`src/rtl/prd_gen_pkg.sv`:
```
// prd_gen_pkg: shared widths, FSM state type and configuration sanitiser
// for the programmable pulse-train generator.
package prd_gen_pkg;

  localparam int W_DEF       = 32;
  localparam int NW_DEF      = 16;
  localparam int MIN_PRD_DEF = 2;

  typedef enum logic [1:0] {
    IDLE = 2'd0,
    HIGH = 2'd1,
    LOW  = 2'd2
  } state_t;

  typedef struct packed {
    logic [W_DEF-1:0] prd;
    logic [W_DEF-1:0] hi;
  } cfg_t;

  // Clamp a requested period/high-time pair so that every period has at
  // least one high and one low cycle.
  function automatic cfg_t cfg_fix(input logic [W_DEF-1:0] prd,
                                   input logic [W_DEF-1:0] hi,
                                   input logic [W_DEF-1:0] min_prd);
    cfg_t r;
    r.prd = (prd < min_prd) ? min_prd : prd;
    r.hi  = (hi == {W_DEF{1'b0}}) ? {{(W_DEF-1){1'b0}}, 1'b1} : hi;
    r.hi  = (r.hi >= r.prd) ? (r.prd - {{(W_DEF-1){1'b0}}, 1'b1}) : r.hi;
    return r;
  endfunction

endpackage

```
`src/rtl/prd_gen_cfg.sv`:
```
// prd_cfg: captures sanitised configuration, holds it pending while a
// waveform is running, applies it at a period start and pulses upd_ack.
module prd_cfg
  import prd_gen_pkg::*;
#(
  parameter int W       = W_DEF,
  parameter int NW      = NW_DEF,
  parameter int MIN_PRD = MIN_PRD_DEF
) (
  input  logic          clk,
  input  logic          rst,
  input  logic          idle,
  input  logic          start,
  input  logic [W-1:0]  prd,
  input  logic [W-1:0]  hi,
  input  logic [NW-1:0] nper,
  input  logic          upd,
  output logic [W-1:0]  prd_a,
  output logic [W-1:0]  hi_a,
  output logic [NW-1:0] nper_a,
  output logic [W-1:0]  hi_n,
  output logic          apply,
  output logic          upd_ack
);

  cfg_t          fix_s;
  logic [W-1:0]  fix_prd_s;
  logic [W-1:0]  fix_hi_s;
  logic [W-1:0]  prd_a_r;
  logic [W-1:0]  hi_a_r;
  logic [NW-1:0] nper_a_r;
  logic [W-1:0]  prd_p_r;
  logic [W-1:0]  hi_p_r;
  logic [NW-1:0] nper_p_r;
  logic          pend_r;
  logic          ack_r;
  logic [W-1:0]  hi_n_s;
  logic          apply_s;

  assign fix_s     = cfg_fix(W_DEF'(prd), W_DEF'(hi), W_DEF'(MIN_PRD));
  assign fix_prd_s = W'(fix_s.prd);
  assign fix_hi_s  = W'(fix_s.hi);

  // High time of a period starting this cycle, and whether a new config takes effect
  always_comb begin
    hi_n_s  = hi_a_r;
    apply_s = 1'b0;
    if (idle && upd) begin
      hi_n_s = fix_hi_s;
    end else if (pend_r) begin
      hi_n_s = hi_p_r;
    end else begin
      hi_n_s = hi_a_r;
    end
    apply_s = start && ((idle && upd) || pend_r);
  end

  // Active/pending configuration registers and acknowledge pulse
  always_ff @(posedge clk or posedge rst) begin
    if (rst) begin
      prd_a_r  <= W'(MIN_PRD);
      hi_a_r   <= {{(W-1){1'b0}}, 1'b1};
      nper_a_r <= {NW{1'b0}};
      prd_p_r  <= {W{1'b0}};
      hi_p_r   <= {W{1'b0}};
      nper_p_r <= {NW{1'b0}};
      pend_r   <= 1'b0;
      ack_r    <= 1'b0;
    end else begin
      ack_r <= 1'b0;
      if (idle) begin
        if (upd) begin
          prd_a_r  <= fix_prd_s;
          hi_a_r   <= fix_hi_s;
          nper_a_r <= nper;
          pend_r   <= 1'b0;
          ack_r    <= 1'b1;
        end else if (start && pend_r) begin
          prd_a_r  <= prd_p_r;
          hi_a_r   <= hi_p_r;
          nper_a_r <= nper_p_r;
          pend_r   <= 1'b0;
          ack_r    <= 1'b1;
        end
      end else begin
        if (start && pend_r) begin
          prd_a_r  <= prd_p_r;
          hi_a_r   <= hi_p_r;
          nper_a_r <= nper_p_r;
          pend_r   <= 1'b0;
          ack_r    <= 1'b1;
        end
        // a newer request always supersedes whatever was pending
        if (upd) begin
          prd_p_r  <= fix_prd_s;
          hi_p_r   <= fix_hi_s;
          nper_p_r <= nper;
          pend_r   <= 1'b1;
        end
      end
    end
  end

  assign prd_a   = prd_a_r;
  assign hi_a    = hi_a_r;
  assign nper_a  = nper_a_r;
  assign hi_n    = hi_n_s;
  assign apply   = apply_s;
  assign upd_ack = ack_r;

endmodule

```
`src/rtl/prd_gen.sv`:
```
// prd_gen: programmable pulse-train generator. FSM, phase down-counter and
// burst counter live here; configuration handling is in prd_cfg.
module prd_gen
  import prd_gen_pkg::*;
#(
  parameter int W       = W_DEF,
  parameter int NW      = NW_DEF,
  parameter int MIN_PRD = MIN_PRD_DEF
) (
  input  logic          clk,
  input  logic          rst,
  input  logic          en,
  input  logic [W-1:0]  prd,
  input  logic [W-1:0]  hi,
  input  logic [NW-1:0] nper,
  input  logic          upd,
  output logic          upd_ack,
  output logic          sig,
  output logic          medge,
  output logic          act,
  output logic          done
);

  state_t        state_r, state_nx_s;
  logic [W-1:0]  cnt_r, cnt_nx_s;
  logic [NW-1:0] bcnt_r, bcnt_nx_s, bsum_s;
  logic          blk_r;
  logic          start_s, done_nx_s, idle_s, apply_s;
  logic [W-1:0]  prd_a_s, hi_a_s, hi_n_s;
  logic [NW-1:0] nper_a_s;
  logic          sig_nx_s, medge_nx_s, act_nx_s;
  logic          sig_r, medge_r, act_r, done_r;

  assign idle_s = (state_r == IDLE);
  assign bsum_s = bcnt_r + NW'(1);

  prd_cfg #(.W(W), .NW(NW), .MIN_PRD(MIN_PRD)) u_cfg (
    .clk     (clk),
    .rst     (rst),
    .idle    (idle_s),
    .start   (start_s),
    .prd     (prd),
    .hi      (hi),
    .nper    (nper),
    .upd     (upd),
    .prd_a   (prd_a_s),
    .hi_a    (hi_a_s),
    .nper_a  (nper_a_s),
    .hi_n    (hi_n_s),
    .apply   (apply_s),
    .upd_ack (upd_ack)
  );

  // State, phase counter, burst counter and post-burst restart lock
  always_ff @(posedge clk or posedge rst) begin
    if (rst) begin
      state_r <= IDLE;
      cnt_r   <= {W{1'b0}};
      bcnt_r  <= {NW{1'b0}};
      blk_r   <= 1'b0;
    end else begin
      state_r <= state_nx_s;
      cnt_r   <= cnt_nx_s;
      bcnt_r  <= bcnt_nx_s;
      // after a burst, en must be seen low before another start
      blk_r   <= done_nx_s ? 1'b1 : (en ? blk_r : 1'b0);
    end
  end

  // Next state, counter reloads and period-boundary decisions
  always_comb begin
    state_nx_s = state_r;
    cnt_nx_s   = cnt_r;
    bcnt_nx_s  = bcnt_r;
    start_s    = 1'b0;
    done_nx_s  = 1'b0;
    case (state_r)
      IDLE: begin
        if (en && !blk_r) begin
          state_nx_s = HIGH;
          cnt_nx_s   = hi_n_s - W'(1);
          start_s    = 1'b1;
          bcnt_nx_s  = {NW{1'b0}};
        end else begin
          bcnt_nx_s  = {NW{1'b0}};
        end
      end
      HIGH: begin
        if (cnt_r == {W{1'b0}}) begin
          state_nx_s = LOW;
          cnt_nx_s   = prd_a_s - hi_a_s - W'(1);
        end else begin
          cnt_nx_s   = cnt_r - W'(1);
        end
      end
      LOW: begin
        if (cnt_r != {W{1'b0}}) begin
          cnt_nx_s = cnt_r - W'(1);
        end else if ((nper_a_s != {NW{1'b0}}) && (bsum_s == nper_a_s)) begin
          state_nx_s = IDLE;
          done_nx_s  = 1'b1;
          bcnt_nx_s  = {NW{1'b0}};
        end else if (en) begin
          state_nx_s = HIGH;
          cnt_nx_s   = hi_n_s - W'(1);
          start_s    = 1'b1;
          if (apply_s || (nper_a_s == {NW{1'b0}})) begin
            bcnt_nx_s = {NW{1'b0}};
          end else begin
            bcnt_nx_s = bsum_s;
          end
        end else begin
          state_nx_s = IDLE;
          bcnt_nx_s  = {NW{1'b0}};
        end
      end
      default: begin
        state_nx_s = IDLE;
        cnt_nx_s   = {W{1'b0}};
        bcnt_nx_s  = {NW{1'b0}};
      end
    endcase
  end

  // Next values of the registered waveform outputs
  always_comb begin
    sig_nx_s   = (state_nx_s == HIGH);
    medge_nx_s = start_s;
    act_nx_s   = (state_nx_s != IDLE);
  end

  // Output registers
  always_ff @(posedge clk or posedge rst) begin
    if (rst) begin
      sig_r   <= 1'b0;
      medge_r <= 1'b0;
      act_r   <= 1'b0;
      done_r  <= 1'b0;
    end else begin
      sig_r   <= sig_nx_s;
      medge_r <= medge_nx_s;
      act_r   <= act_nx_s;
      done_r  <= done_nx_s;
    end
  end

  assign sig   = sig_r;
  assign medge = medge_r;
  assign act   = act_r;
  assign done  = done_r;

endmodule
```
`config.mk`:
```
export PLATFORM = sky130hd
export DESIGN_NAME = prd_gen
export DESIGN_NICKNAME = d
export VERILOG_FILES = /design/src/rtl/prd_gen_pkg.sv /design/src/rtl/prd_gen_cfg.sv /design/src/rtl/prd_gen.sv
export SDC_FILE = /design/constraint.sdc
export NUM_CORES = 1
export LEC_CHECK = 0
export BUFFER_PORTS_ARGS = -buffer_cell sky130_fd_sc_hd__buf_4
export CAP_MARGIN = 10
export CORE_MARGIN = 10
export CORE_UTILIZATION = 34
export CTS_CLUSTER_SIZE = 20
export DETAILED_ROUTE_END_ITERATION = 10
export GPL_TIMING_DRIVEN = 0
export HOLD_SLACK_MARGIN = 0.02
export PLACE_DENSITY = 0.52
export REMOVE_ABC_BUFFERS = 1
export SYNTH_ARGS = -nofsm -noshare
export SYNTH_HDL_FRONTEND = slang
export SYNTH_SLANG_ARGS = --single-unit
export TNS_END_PERCENT = 100
```
`constraint.sdc`:
```
create_clock -name clk -period 9.5 [get_ports clk]
set_input_delay 0.95 -clock clk [delete_from_list [all_inputs] [get_ports clk]]
set_output_delay 0.95 -clock clk [all_outputs]
set_load 0.05 [all_outputs]
```
After elaboration in Yosys (flattened, before gate mapping)
Cells that the tools add are included.
Widths: inputs -> output; s select.

storage, ports and cells
  output and inout port bits = 5
  word-level logic and storage cells = 101
  register bits = 217
  input bits = 84

operators by class
  multiplexer cells = 48
  bitwise logic cells = 2
  equality and inequality tests = 9
  reductions and logical operators = 18
  $lt $le $gt $ge = 2
  $add $sub $neg = 6

operator list
  cell                   number
  $mux 32                16
  $sub 32x1->32 const B  4
  $mux 16                7
  $pmux 32 s3            1
  $logic_not 32->1       2
  $ge 32x32->1           1
  $lt 32x2->1 const B    1
  $pmux 16 s2            1
  $reduce_bool 32->1     1
  $sub 32x32->32         1
  $mux 1                 18
  $add 16x1->16 const B  1
  $eq 16x16->1           1
  $logic_not 16->1       1
  $reduce_bool 16->1     1
  $mux 2                 3
  $ne 3x3->1 const B     2
  $pmux 2 s3             1
  $logic_and 1x1->1      5
  $eq 2x1->1 const B     2
  $ne 2x2->1 const B     2
  $reduce_and 2->1       2
  $reduce_and 3->1       1
  $eq 2x2->1 const B     1
  other kinds (7)        9

Logic depth before layout (Yosys ltp)
Gate-level depths: netlist of run 1.

  depth in word-level cells = 13
  mapped depth = 25
  mapped depth without buffers = 21

By module
From an unflattened synthesis of run 1, not the netlist that was laid out.

second synthesis, totals
  cell total of the unflattened synthesis = 1923
  area total of the unflattened synthesis = 15464.8 µm²

by module, submodules not included
  module   times used  sequential area each (µm²)  area each (µm²)  cells each
  prd_cfg  1           4056.4                      9142.5           1083
  prd_gen  1           1376.3                      6322.3           840

Worst setup path before layout of run 1
No wires, ideal clock.

  path type = input-to-reg
  from = input port prd[10]
  to = register cnt_r[12]
  path slack = 2.524 ns
  data required time = 9.374 ns
  stages = 25
  path buffers = 5
  setup time = 0.126 ns
  data arrival time = 6.850 ns
  cells stage by stage = buf_2 or4_4 or3_1 buf_2 or3_1 buf_6 o21ai_0 inv_1 ha_1 nand2b_1 a2111oi_0 nor4_1 o31ai_1 nand2_1 buf_1 clkbuf_1 o21ai_0 nand2_1 nand2_1 ha_1 nor4b_1 nand3_1 or3_1 xnor2_1 a221o_1

on the way
  cells in the longest elaborated chain, start to end = 10
  elaborated cells between the ends (all ways) = 12
  classes of those cells = add/sub (2); order compare (2); mux (8)

RTL lines
  element                                        line                           RTL
  from (decl)                                    prd_gen.sv:13                  input logic [W-1:0] prd,
  $lt 32x2->1 *                                  prd_gen_pkg.sv:26              r.prd = (prd < min_prd) ? min_prd : prd;
  $mux 32 *                                      prd_gen_pkg.sv:26
  net u_cfg.fix_prd_s[0]                         prd_gen_cfg.sv:27              logic [W-1:0] fix_prd_s;
  $sub 32x1->32 or $ge 32x32->1 (tied branches)  prd_gen_pkg.sv:28              r.hi = (r.hi >= r.prd) ? (r.prd - {{(W_DEF-1){1'b0}}, 1'b1}) : r.hi;
  $mux 32 *                                      prd_gen_pkg.sv:28
  $mux 32 *                                      prd_gen_cfg.sv:48              if (idle && upd) begin
  $sub 32x1->32 *                                prd_gen.sv:81, prd_gen.sv:105
  $mux 32                                        prd_gen.sv:103                 end else if (en) begin
  $mux 32                                        prd_gen.sv:99                  end else if ((nper_a_s != {NW{1'b0}}) && (bsum_s == nper_a_s)) begin
  $mux 32                                        prd_gen.sv:97                  if (cnt_r != {W{1'b0}}) begin
  $pmux 32 s3 *                                  prd_gen.sv:77                  case (state_r)
  to (signal assigned)                           prd_gen.sv:58                  cnt_r <= {W{1'b0}};
  to (signal assigned)                           prd_gen.sv:63                  cnt_r <= cnt_nx_s;
  to (decl)                                      prd_gen.sv:25                  logic [W-1:0] cnt_r, cnt_nx_s;

Mark *: on every way through the listed nets, which the timed path passes. The rest lies on a longest branch. The select of a mux whose other input is x is not followed.
A chain may end at the register's enable or synchronous reset.

Worst setup path after layout of run 1
  from = input port prd[13]
  to = register cnt_r[30]

The elaborated chain is that of the path after synthesis.

==> results of run 1 <==
-- where the power goes --
group,internal (W),leakage [nW],switching (W)
sequential,0.00119,2.61,0.000240
clock,0.000626,0.444,0.000434
combinational,0.000843,4.48,0.00112
-- routing by layer --
metal / routed length [um] / share of wire
met4: 1800 / 0.035
met1: 23300 / 0.45
met3: 2140 / 0.042
met5: 0 / 0
met2: 24200 / 0.47
-- worst max-delay path, delay by kind of cell --
kind	cells	cell delay [ns]
buf+inv	4	0.87
fa+ha+maj	2	0.53
simple gates	11	4.43
compound gates	5	2.12
xor+xnor	1	0.17
-- placed cells by master, fill, tap and decap left out, types with 31 or more instances in the layout --
cell / netlist / routed
xor2_1: 31 / 31
a31oi_1: 62 / 62
nor2_1: 159 / 157
a21oi_1: 115 / 115
inv_1: 82 / 81
mux2i_1: 45 / 45
xnor2_1: 80 / 80
o21ai_0: 156 / 156
buf_4: 0 / 89
nand2_1: 285 / 282
dfrtp_1: 215 / 214
ha_1: 67 / 67
nor4_1: 40 / 40
-- final cells by class --
type,count,area (um^2)
Timing Repair Buffer,105,996
Tap cell,592,741
Clock inverter,5,30.0
Multi-Input combinational cell,1471,9190
Clock buffer,46,880
Sequential cell,217,5430
Inverter,83,319
Fill cell,4605,26900
-- logic make-up (layout without fill, tap and decap cells) --
| logic type | after synthesis | count (layout) |
|---|---|---|
| buf+inv | 220 | 239 |
| simple gates | 685 | 685 |
| flops | 217 | 217 |
| mux | 64 | 64 |
| compound gates | 543 | 543 |
| xor+xnor | 111 | 111 |
| fa+ha+maj | 68 | 68 |
-- worst min path at each step --
stage,endpoint,depth (start not counted)
3_3_place_gp,u_cfg.prd_p_r[19],2
5_1_grt,u_cfg.prd_p_r[31],2
6_report,u_cfg.prd_p_r[31],2
4_1_cts,u_cfg.prd_p_r[19],2
3_5_place_dp,u_cfg.prd_p_r[2],2
2_1_floorplan,u_cfg.prd_p_r[0],2
-- through the flow --
stage | setup TNS (ns) | area, um^2 | cells
finish | 0 | 17600 | 2519
floorplan | 0 | 14900 | 1771
global placement | -163.20 | 16300 | 2451
global route | 0 | 17600 | 2519
CTS | 0 | 17600 | 2519
detailed placement | 0 | 16700 | 2468
-- registers in the layout, indices dropped and copies added (netlist names) --
name and flops:
act 1, bcnt_r 16, blk_r 1, cnt_r 32
done 1, medge 1, sig 1, state_r 2
u_cfg.hi_a 32, u_cfg.hi_p_r 32, u_cfg.nper_a 16, u_cfg.nper_p_r 16
u_cfg.pend_r 1, u_cfg.prd_a 32, u_cfg.prd_p_r 32, u_cfg.upd_ack 1
==> flow_metrics.env, run 1 <==
export IMPL_cts_tree="done"
export IMPL_report_final_setup_viol=0
export IMPL_place_hpwl_um=37200
export IMPL_ys_seq_area_frac=0.352
export IMPL_final_util=0.395
export IMPL_clock_path_buffers=3
export IMPL_synth_cells=1908
export IMPL_gr_usage_met1=0.245
export IMPL_ys_top_cells_by_area="dfrtp_1 35%, nand2_1 6.9%, ha_1 5.4%, o21ai_0 5.1%, xnor2_1 4.5%"
export IMPL_cts_setup_buffers=0
export IMPL_grt_pass1_vias=14000
export IMPL_die_h_um=233
export IMPL_critPathLaunch="prd[13]"
export IMPL_gp_congestion=0.871
export IMPL_synth_seq_cells=217
export IMPL_firstDrtPassIters=5
export IMPL_die_area_um2=54200
export IMPL_synthAdderAreaFrac=0.0557
export IMPL_holdWs_ns=0.477
export IMPL_outcome="finished clean"
export IMPL_synthXorXnorAreaFrac=0.0631
export IMPL_clk_latency_ns=0.58
export IMPL_total_power_w=0.00445
export IMPL_cpPeakStageDelay_ns=0.84
export IMPL_use_met3=0.0243
export IMPL_initial_core_util=0.346
export IMPL_drv_cap=0
export IMPL_period_share=0.914
export IMPL_path_cells="buf_4 -> or4_4 -> or3_1 -> or3_1 -> o21ai_0 -> inv_1 -> ha_1 -> nand2b_1 -> a2111oi_0 -> nor4_1 -> o31ai_2 -> buf_4 -> nand2_2 -> buf_12 -> o21ai_0 -> nand2_1 -> nand2_1 -> ha_1 -> nor4b_1 -> nand4b_1 -> nor3_1 -> xnor2_1 -> o221ai_1"
export IMPL_wire_per_inst_um=20.4
export IMPL_worst_pin_slew_ns=1.28
export IMPL_crit_type="in -> reg"
export IMPL_synth_ff_type="dfrtp_1"
export IMPL_synth_edf_count=0
export IMPL_rows=77
export IMPL_cts_buffers=28
export IMPL_worstPathRequired_ns=9.91
export IMPL_reg2reg_from="cnt_r[5]"
export IMPL_slowest_stage="nor4b_1"
export IMPL_synth_common_cells="285 x nand2_1, 215 x dfrtp_1, 159 x nor2_1"
export IMPL_area_growth_pct=14.1
export IMPL_via_count=14100
export IMPL_finalHoldViolCount=0
export IMPL_post_route_worst_setup_slack_ns=0.815
export IMPL_post_route_min_period_ns=8.69
export IMPL_synth_warning_count=0
export IMPL_timing_rr_end="u_cfg.hi_a[2]"
export IMPL_synth_top_family_by_area="compound AO/OA/AOI/OAI gates"
export IMPL_drt_total_wl_um=51400
export IMPL_start_kind="input pin"
export IMPL_grt_overflow=0
export IMPL_synthArstFlopShare=1.00
export IMPL_synth_compound_area_frac=0.221
export IMPL_cts_resized=0
export IMPL_grt_busiest_layer="met2"
export IMPL_synth_distinct_cells=79
export IMPL_core_area_um2=44500
export IMPL_skew_ns=0.0286
export IMPL_drcViolationCount=0
export IMPL_slew_headroom=0.147
export IMPL_cp_end_kind="flip-flop"
export IMPL_cts_htree_levels=1
export IMPL_num_antenna_cells=0
export IMPL_grt_max_degree=116
export IMPL_muxShareOfSynthArea=0.0431
export IMPL_cts_sinks=217
export IMPL_min_from="u_cfg.prd_p_r[31]"
export IMPL_max_vdd_ir_drop_mv=0.138
export IMPL_antenna_found_initial=0
export IMPL_timing_fmax_ghz=0.115
export IMPL_synth_top_cell_area_share=0.349
export IMPL_dieWidth_um=233
export IMPL_grt_pass1_wl_um=81000
export IMPL_via_per_inst=5.60
export IMPL_nets=2058
export IMPL_portBuffers=88
export IMPL_synth_most_common_cell="nand2_1"
export IMPL_ff2ff_setup_slack_ns=4.25
export IMPL_synth_simple_area_share=0.210
export IMPL_p_per_area_nw_per_um2=253
export IMPL_hold_buffers=0
export IMPL_rsz0062_at_grt="no"
export IMPL_grt_usage=0.187
export IMPL_post_place_ws_ns=0.213
export IMPL_maxSlewViolCount=0
export IMPL_drt_iter0_drc=1057
export IMPL_io_pins=89
export IMPL_final_layout_size_suffix_gt1_frac=0.102
export IMPL_synth_area_leader_cell="dfrtp_1"
export IMPL_reg2regPathDepth=12
export IMPL_power_leakage_nw=7.54
export IMPL_clk_pin_slew_ns=0.06
export IMPL_cp_endpoint="cnt_r[30]"
export IMPL_drtAntennaViolNets=0
export IMPL_arrival_ns=9.09
export IMPL_clockRootBuffer="clkbuf_16"
export IMPL_hold_class="reg -> reg"
export IMPL_syn_avg_cell_area_um2=8.08
export IMPL_crit_path_max_fanout=25
export IMPL_met2_usage=0.310
export IMPL_syn_area_um2=15400
(Power assumes the default switching activity.)
==> run 2, diff against run 1 <==
--- a/config.mk
+++ b/config.mk
@@ -7,11 +7,11 @@
 export LEC_CHECK = 0
 export BUFFER_PORTS_ARGS = -buffer_cell sky130_fd_sc_hd__buf_4
 export CAP_MARGIN = 10
-export CORE_MARGIN = 10
+export CORE_ASPECT_RATIO = 0.5
 export CORE_UTILIZATION = 34
 export CTS_CLUSTER_SIZE = 20
 export DETAILED_ROUTE_END_ITERATION = 10
-export GPL_TIMING_DRIVEN = 0
+export GPL_TIMING_DRIVEN = 1
 export HOLD_SLACK_MARGIN = 0.02
 export PLACE_DENSITY = 0.52
 export REMOVE_ABC_BUFFERS = 1
==> run 2 against run 1 <==
- total power increased by 0.19%
- worst setup slack better by 1.1 ns
- cell area fell by 1.2%
- clock-buffer cell count down 14
- clock power is essentially flat
- critical path depth shrank 3
- combinational power increased by 2%
- die area decreased by 15%
- highest routed layer unchanged
- sequential share of layout area increased by 0.36 points
- core utilization down 0.12 points
- register-to-register slack worse by 0.19 ns
- fmax grew 15%
==> flow_metrics.env, run 2 (same netlist as run 1, synthesis figures left out) <==
export IMPL_antenna_found_initial=0
export IMPL_drt_iter0_drc=1195
export IMPL_via_per_inst=5.65
export IMPL_die_h_um=153
export IMPL_p_per_area_nw_per_um2=257
export IMPL_num_antenna_cells=0
export IMPL_final_cell_mix="282 x nand2_1, 214 x dfrtp_1, 159 x nor2_1"
export IMPL_hold_class="reg -> reg"
export IMPL_post_place_ws_ns=1.55
export IMPL_nets=2064
export IMPL_finalHoldViolCount=0
export IMPL_crit_path_max_fanout=21
export IMPL_cts_buffers=25
export IMPL_crit_type="in -> reg"
export IMPL_rows=54
export IMPL_cts_htree_levels=1
export IMPL_fillers=4517
export IMPL_clock_path_buffers=3
export IMPL_clk_pin_slew_ns=0.07
export IMPL_power_leakage_nw=7.48
export IMPL_worstPathRequired_ns=9.91
export IMPL_arrival_ns=7.94
export IMPL_hold_buffers=0
export IMPL_grt_overflow=0
export IMPL_drv_cap=0
export IMPL_post_route_min_period_ns=7.54
export IMPL_gp_congestion=0.885
export IMPL_maxSlewViolCount=0
export IMPL_wire_per_inst_um=20.3
export IMPL_initial_core_util=0.349
export IMPL_report_final_setup_viol=0
export IMPL_cts_sinks=217
export IMPL_fin_area_um2=17400
export IMPL_period_share=0.793
export IMPL_dieWidth_um=303
export IMPL_drtAntennaViolNets=0
export IMPL_skew_ns=0.0138
export IMPL_drcViolationCount=0
export IMPL_fin_tns_setup_ns=0
export IMPL_dp_cells=2473
export IMPL_io_pins=89
export IMPL_via_count=14200
export IMPL_firstDrtPassIters=5
export IMPL_timing_fmax_ghz=0.133
export IMPL_slew_headroom=0.260
export IMPL_max_vdd_ir_drop_mv=0.132
export IMPL_worst_pin_slew_ns=1.11
export IMPL_area_growth_pct=12.8
export IMPL_grt_usage=0.222
export IMPL_cts_setup_buffers=0
export IMPL_post_route_worst_setup_slack_ns=1.96
export IMPL_place_hpwl_um=36800
export IMPL_cts_tree="done"
export IMPL_grt_max_degree=109
export IMPL_die_area_um2=46200
export IMPL_dpl_instance_area_um2=16500
export IMPL_clk_latency_ns=0.55
export IMPL_grt_pass1_wl_um=80900
export IMPL_layout_cells_non_filler=2519
export IMPL_clockRootBuffer="clkbuf_16"
export IMPL_cts_resized=0
export IMPL_start_kind="input pin"
export IMPL_layout_commonest_cell="nand2_1"
export IMPL_outcome="finished clean"
export IMPL_core_area_um2=44100
export IMPL_grt_pass1_vias=13400
export IMPL_drt_total_wl_um=51100
export IMPL_cp_end_kind="flip-flop"
export IMPL_rsz0062_at_grt="no"
export IMPL_final_layout_size_suffix_gt1_frac=0.105
export IMPL_portBuffers=88
[run 2: per-layer routing]
layer / vias up / global-route usage / share of wire
met5: - / 0 / 0
met4: 0 / 0.0438 / 0.018
met2: 421 / 0.323 / 0.42
met1: 6899 / 0.345 / 0.50
met3: 46 / 0.0294 / 0.059
li1: 6867 / - / -
[run 2: worst max-delay path, stage by stage]
cell and delay [ns]:
buf_4 0.13, or4_4 0.56, or3_1 0.48, or3_1 0.35
buf_4 0.20, o21ai_0 0.51, inv_1 0.18, ha_1 0.31
nand2b_1 0.09, a2111oi_0 0.10, nor4_1 0.33, o31a_1 0.86
nor2_1 0.13, buf_4 0.28, o311a_1 0.47, nor4_1 0.64
nand3b_1 0.45, nor4_2 0.59, xnor2_1 0.18, o221ai_1 0.12
[run 2: layout make-up]
| cell class | instances | area [um^2] | share of cell area |
|---|---|---|---|
| clock buffers | 32 | 702 | 0.0404 |
| well taps | 588 | 736 | 0.0423 |
| multi-input cells | 1471 | 9170 | 0.528 |
| repair buffers | 114 | 856 | 0.0492 |
| clock inverters | 14 | 166 | 0.00957 |
| flip-flops and latches | 217 | 5430 | 0.313 |
| inverters | 83 | 319 | 0.0184 |
[run 2: final timing paths]
kind,start,to,slack [ns],cells past startpoint
worst min register to register,u_cfg.prd_p_r[4],u_cfg.prd_p_r[4],0.48,2
min in group asynchronous,rst,u_cfg.nper_p_r[3],0.55,2
worst max register to register,bcnt_r[0],u_cfg.hi_a[19],4.06,14
worst max-delay path,prd[13],cnt_r[29],1.96,20
max in group asynchronous,rst,u_cfg.hi_p_r[17],7.61,3
worst min-delay path,u_cfg.prd_p_r[4],u_cfg.prd_p_r[4],0.48,2
[run 2: report_power, final]
part / internal, W / leakage (nW) / switching, W
Clock: 0.000607 / 0.423 / 0.000436
Sequential: 0.00119 / 2.61 / 0.000228
Combinational: 0.000831 / 4.44 / 0.00117
[run 2: stage by stage]
step / power, W / utilization / hold WS [ns]
floorplan: 0.00285 / - / 0.450
global placement: 0.00339 / 0.374 / 0.463
detailed placement: 0.00340 / 0.374 / 0.470
CTS: 0.00447 / 0.394 / 0.483
global route: 0.00478 / 0.394 / 0.503
finish: 0.00446 / 0.394 / 0.479
==> run 3, diff against run 2 <==
--- a/config.mk
+++ b/config.mk
@@ -5,6 +5,7 @@
 export SDC_FILE = /design/constraint.sdc
 export NUM_CORES = 1
 export LEC_CHECK = 0
+export ABC_AREA = 1
 export BUFFER_PORTS_ARGS = -buffer_cell sky130_fd_sc_hd__buf_4
 export CAP_MARGIN = 10
 export CORE_ASPECT_RATIO = 0.5
@@ -13,7 +14,7 @@
 export DETAILED_ROUTE_END_ITERATION = 10
 export GPL_TIMING_DRIVEN = 1
 export HOLD_SLACK_MARGIN = 0.02
-export PLACE_DENSITY = 0.52
+export PLACE_DENSITY = 0.53
 export REMOVE_ABC_BUFFERS = 1
 export SYNTH_ARGS = -nofsm -noshare
 export SYNTH_HDL_FRONTEND = slang
==> constraint.sdc (replaced) <==
create_clock -name clk -period 6.2 [get_ports clk]
set_input_delay 0.62 -clock clk [delete_from_list [all_inputs] [get_ports clk]]
set_output_delay 0.62 -clock clk [all_outputs]
set_load 0.05 [all_outputs]
==> run 3 against run 2 <==
- core utilization decreased by 0.26 points
- worst setup slack got worse by 0.68 ns
- critical endpoint is now cnt_r[23]
- register-to-register slack got worse by 2.2 ns
- clock-buffer cell count increased by 3
- total power increased by 80%
- combinational power increased by 110%
- sequential cell count unchanged
- area after synthesis increased by 7.5%
- critical path depth increased by 8
- clock power increased by 46%
- sequential power increased by 66%
==> flow_metrics.env, run 3 <==
export IMPL_outcome="finished clean"
export IMPL_worstPathRequired_ns=6.68
export IMPL_layout_commonest_cell="nand2_1"
export IMPL_drt_iter0_drc=1261
export IMPL_firstDrtPassIters=6
export IMPL_synth_cells=2538
export IMPL_drtAntennaViolNets=0
export IMPL_layout_cells_non_filler=3216
export IMPL_synth_most_common_cell="nand2_1"
export IMPL_die_area_um2=49700
export IMPL_synth_ff_type="dfrtp_1"
export IMPL_cts_sinks=217
export IMPL_pwr_share_clk=0.189
export IMPL_crit_type="in -> reg"
export IMPL_timing_fmax_ghz=0.203
export IMPL_rows=56
export IMPL_post_route_min_period_ns=4.92
export IMPL_synth_area_leader_cell="dfrtp_1"
export IMPL_core_area_um2=47400
export IMPL_arrival_ns=5.40
export IMPL_grt_overflow=0
export IMPL_antenna_found_initial=1
export IMPL_nets=2713
export IMPL_dieWidth_um=314
export IMPL_reg2reg_from="state_r[0]"
export IMPL_cts_setup_buffers=0
export IMPL_reg2regPathDepth=22
export IMPL_die_h_um=158
export IMPL_power_leakage_nw=9.22
export IMPL_grt_pass1_wl_um=91500
export IMPL_grt_max_degree=121
export IMPL_p_per_area_nw_per_um2=433
export IMPL_synth_common_cells="728 x nand2_1, 325 x inv_1, 257 x nand3_1"
export IMPL_total_power_w=0.00804
export IMPL_crit_path_max_fanout=39
export IMPL_power_switching_w=0.00389
export IMPL_clk_latency_ns=0.55
export IMPL_fillers=5083
export IMPL_place_hpwl_um=44400
export IMPL_maxSlewViolCount=0
export IMPL_gp_congestion=0.949
export IMPL_worst_pin_slew_ns=1.01
export IMPL_synth_distinct_cells=51
export IMPL_p_int_w=0.00415
export IMPL_area_growth_pct=12.1
export IMPL_cts_buffers=25
export IMPL_slew_headroom=0.326
export IMPL_cts_resized=0
export IMPL_clockRootBuffer="clkbuf_16"
export IMPL_slowest_stage="buf_4"
export IMPL_portBuffers=88
export IMPL_cts_tree="done"
export IMPL_synth_edf_count=0
export IMPL_report_final_setup_viol=0
export IMPL_syn_area_um2=16600
export IMPL_skew_ns=0.0179
export IMPL_cpPeakStageDelay_ns=0.40
export IMPL_clk_pin_slew_ns=0.06
export IMPL_io_pins=89
export IMPL_drcViolationCount=0
export IMPL_via_per_inst=5.10
export IMPL_combPwrFrac=0.518
export IMPL_final_layout_size_suffix_gt1_frac=0.0807
export IMPL_grt_usage=0.240
export IMPL_synthArstFlopShare=1.00
export IMPL_critPathTopFamily="simple AND/OR/NAND/NOR gates"
export IMPL_max_vdd_ir_drop_mv=0.206
export IMPL_ys_seq_area_frac=0.328
export IMPL_hold_class="in -> async"
export IMPL_period_share=0.793
export IMPL_wire_per_inst_um=18.4
export IMPL_timing_rr_end="cnt_r[23]"
export IMPL_ff2ff_setup_slack_ns=1.88
export IMPL_clock_path_buffers=3
export IMPL_rsz0062_at_grt="no"
export IMPL_via_count=16400
export IMPL_power_frac_seq=0.293
export IMPL_initial_core_util=0.349
export IMPL_synth_top_cell_area_share=0.325
export IMPL_switching_share=0.484
export IMPL_ys_top_cells_by_area="dfrtp_1 32%, nand2_1 16%, nand3_1 7.8%, inv_1 7.4%, nor2_1 5.5%"
export IMPL_holdWs_ns=0.195
export IMPL_start_kind="input pin"
export IMPL_cts_htree_levels=1
export IMPL_cp_num_buf_inv=5
export IMPL_finalHoldViolCount=0
export IMPL_final_cell_mix="728 x nand2_1, 323 x inv_1, 257 x nand3_1"
export IMPL_synth_warning_count=0
export IMPL_syn_avg_cell_area_um2=6.53
export IMPL_dp_cells=3172
export IMPL_cpMostUsedCell="nand2_1"
export IMPL_cp_end_kind="flip-flop"
export IMPL_drv_cap=0
export IMPL_grt_pass1_vias=15400
export IMPL_hold_buffers=0
export IMPL_drt_total_wl_um=59000
export IMPL_synth_seq_cells=217
-- run 3: logic make-up after synthesis --
family | count (synthesis) | synth area share
AND/OR/NAND/NOR | 1370 | 0.353
XOR/XNOR | 89 | 0.0471
flip-flops | 217 | 0.328
buffers and inverters | 444 | 0.104
adder cells (fa/ha/maj) | 68 | 0.0518
AO/OA/AOI/OAI | 350 | 0.116
-- run 3: how the worst max path moves through the flow --
stage / startpoint / slack, ns / to / cells after the start
2_1_floorplan: state_r[0] / -0.47 / cnt_r[30] / 19
3_3_place_gp: prd[15] / 0.90 / cnt_r[23] / 28
3_5_place_dp: prd[15] / 0.85 / cnt_r[30] / 30
4_1_cts: prd[15] / 1.41 / cnt_r[30] / 30
5_1_grt: prd[15] / 0.93 / cnt_r[30] / 35
6_report: prd[15] / 1.28 / cnt_r[23] / 28
-- run 3: metal layers --
metal  vias to the layer above  wire length, um  track usage
met2                       440            24900        0.360
met3                        55             3450       0.0292
met1                      7723            29800        0.365
met4                         0              949       0.0451
met5                         -                0            0
li1                       8177                -            -
-- run 3: area by class of cell --
type	count	area, um^2	share of cell area
clock inverter	8	98.8	0.00532
inverter	331	1250	0.0673
clock buffer	35	703	0.0379
tap	638	798	0.0430
timing repair buffer	109	831	0.0447
antenna	1	2.50	0.000135
sequential	217	5430	0.293
multi-input combinational	1877	9450	0.509
-- run 3: per-stage QoR --
stage	util	instance area, um^2	worst slack (ns)	setup TNS [ns]
final	0.391	18600	1.28	0
after detailed placement	0.374	17800	0.850	0
after CTS	0.391	18600	1.41	0
after floorplan	-	16100	-0.471	-81.27
after global routing	0.391	18600	0.926	0
after global placement	0.374	17800	0.900	0
-- run 3: power by group through the flow --
stage	Combinational, W	Sequential, W	Clock, W
floorplan	0.00289	0.00219	0
global placement	0.00409	0.00236	0
detailed placement	0.00408	0.00236	0
CTS	0.00411	0.00234	0.00155
global route	0.00470	0.00241	0.00161
finish	0.00416	0.00236	0.00152
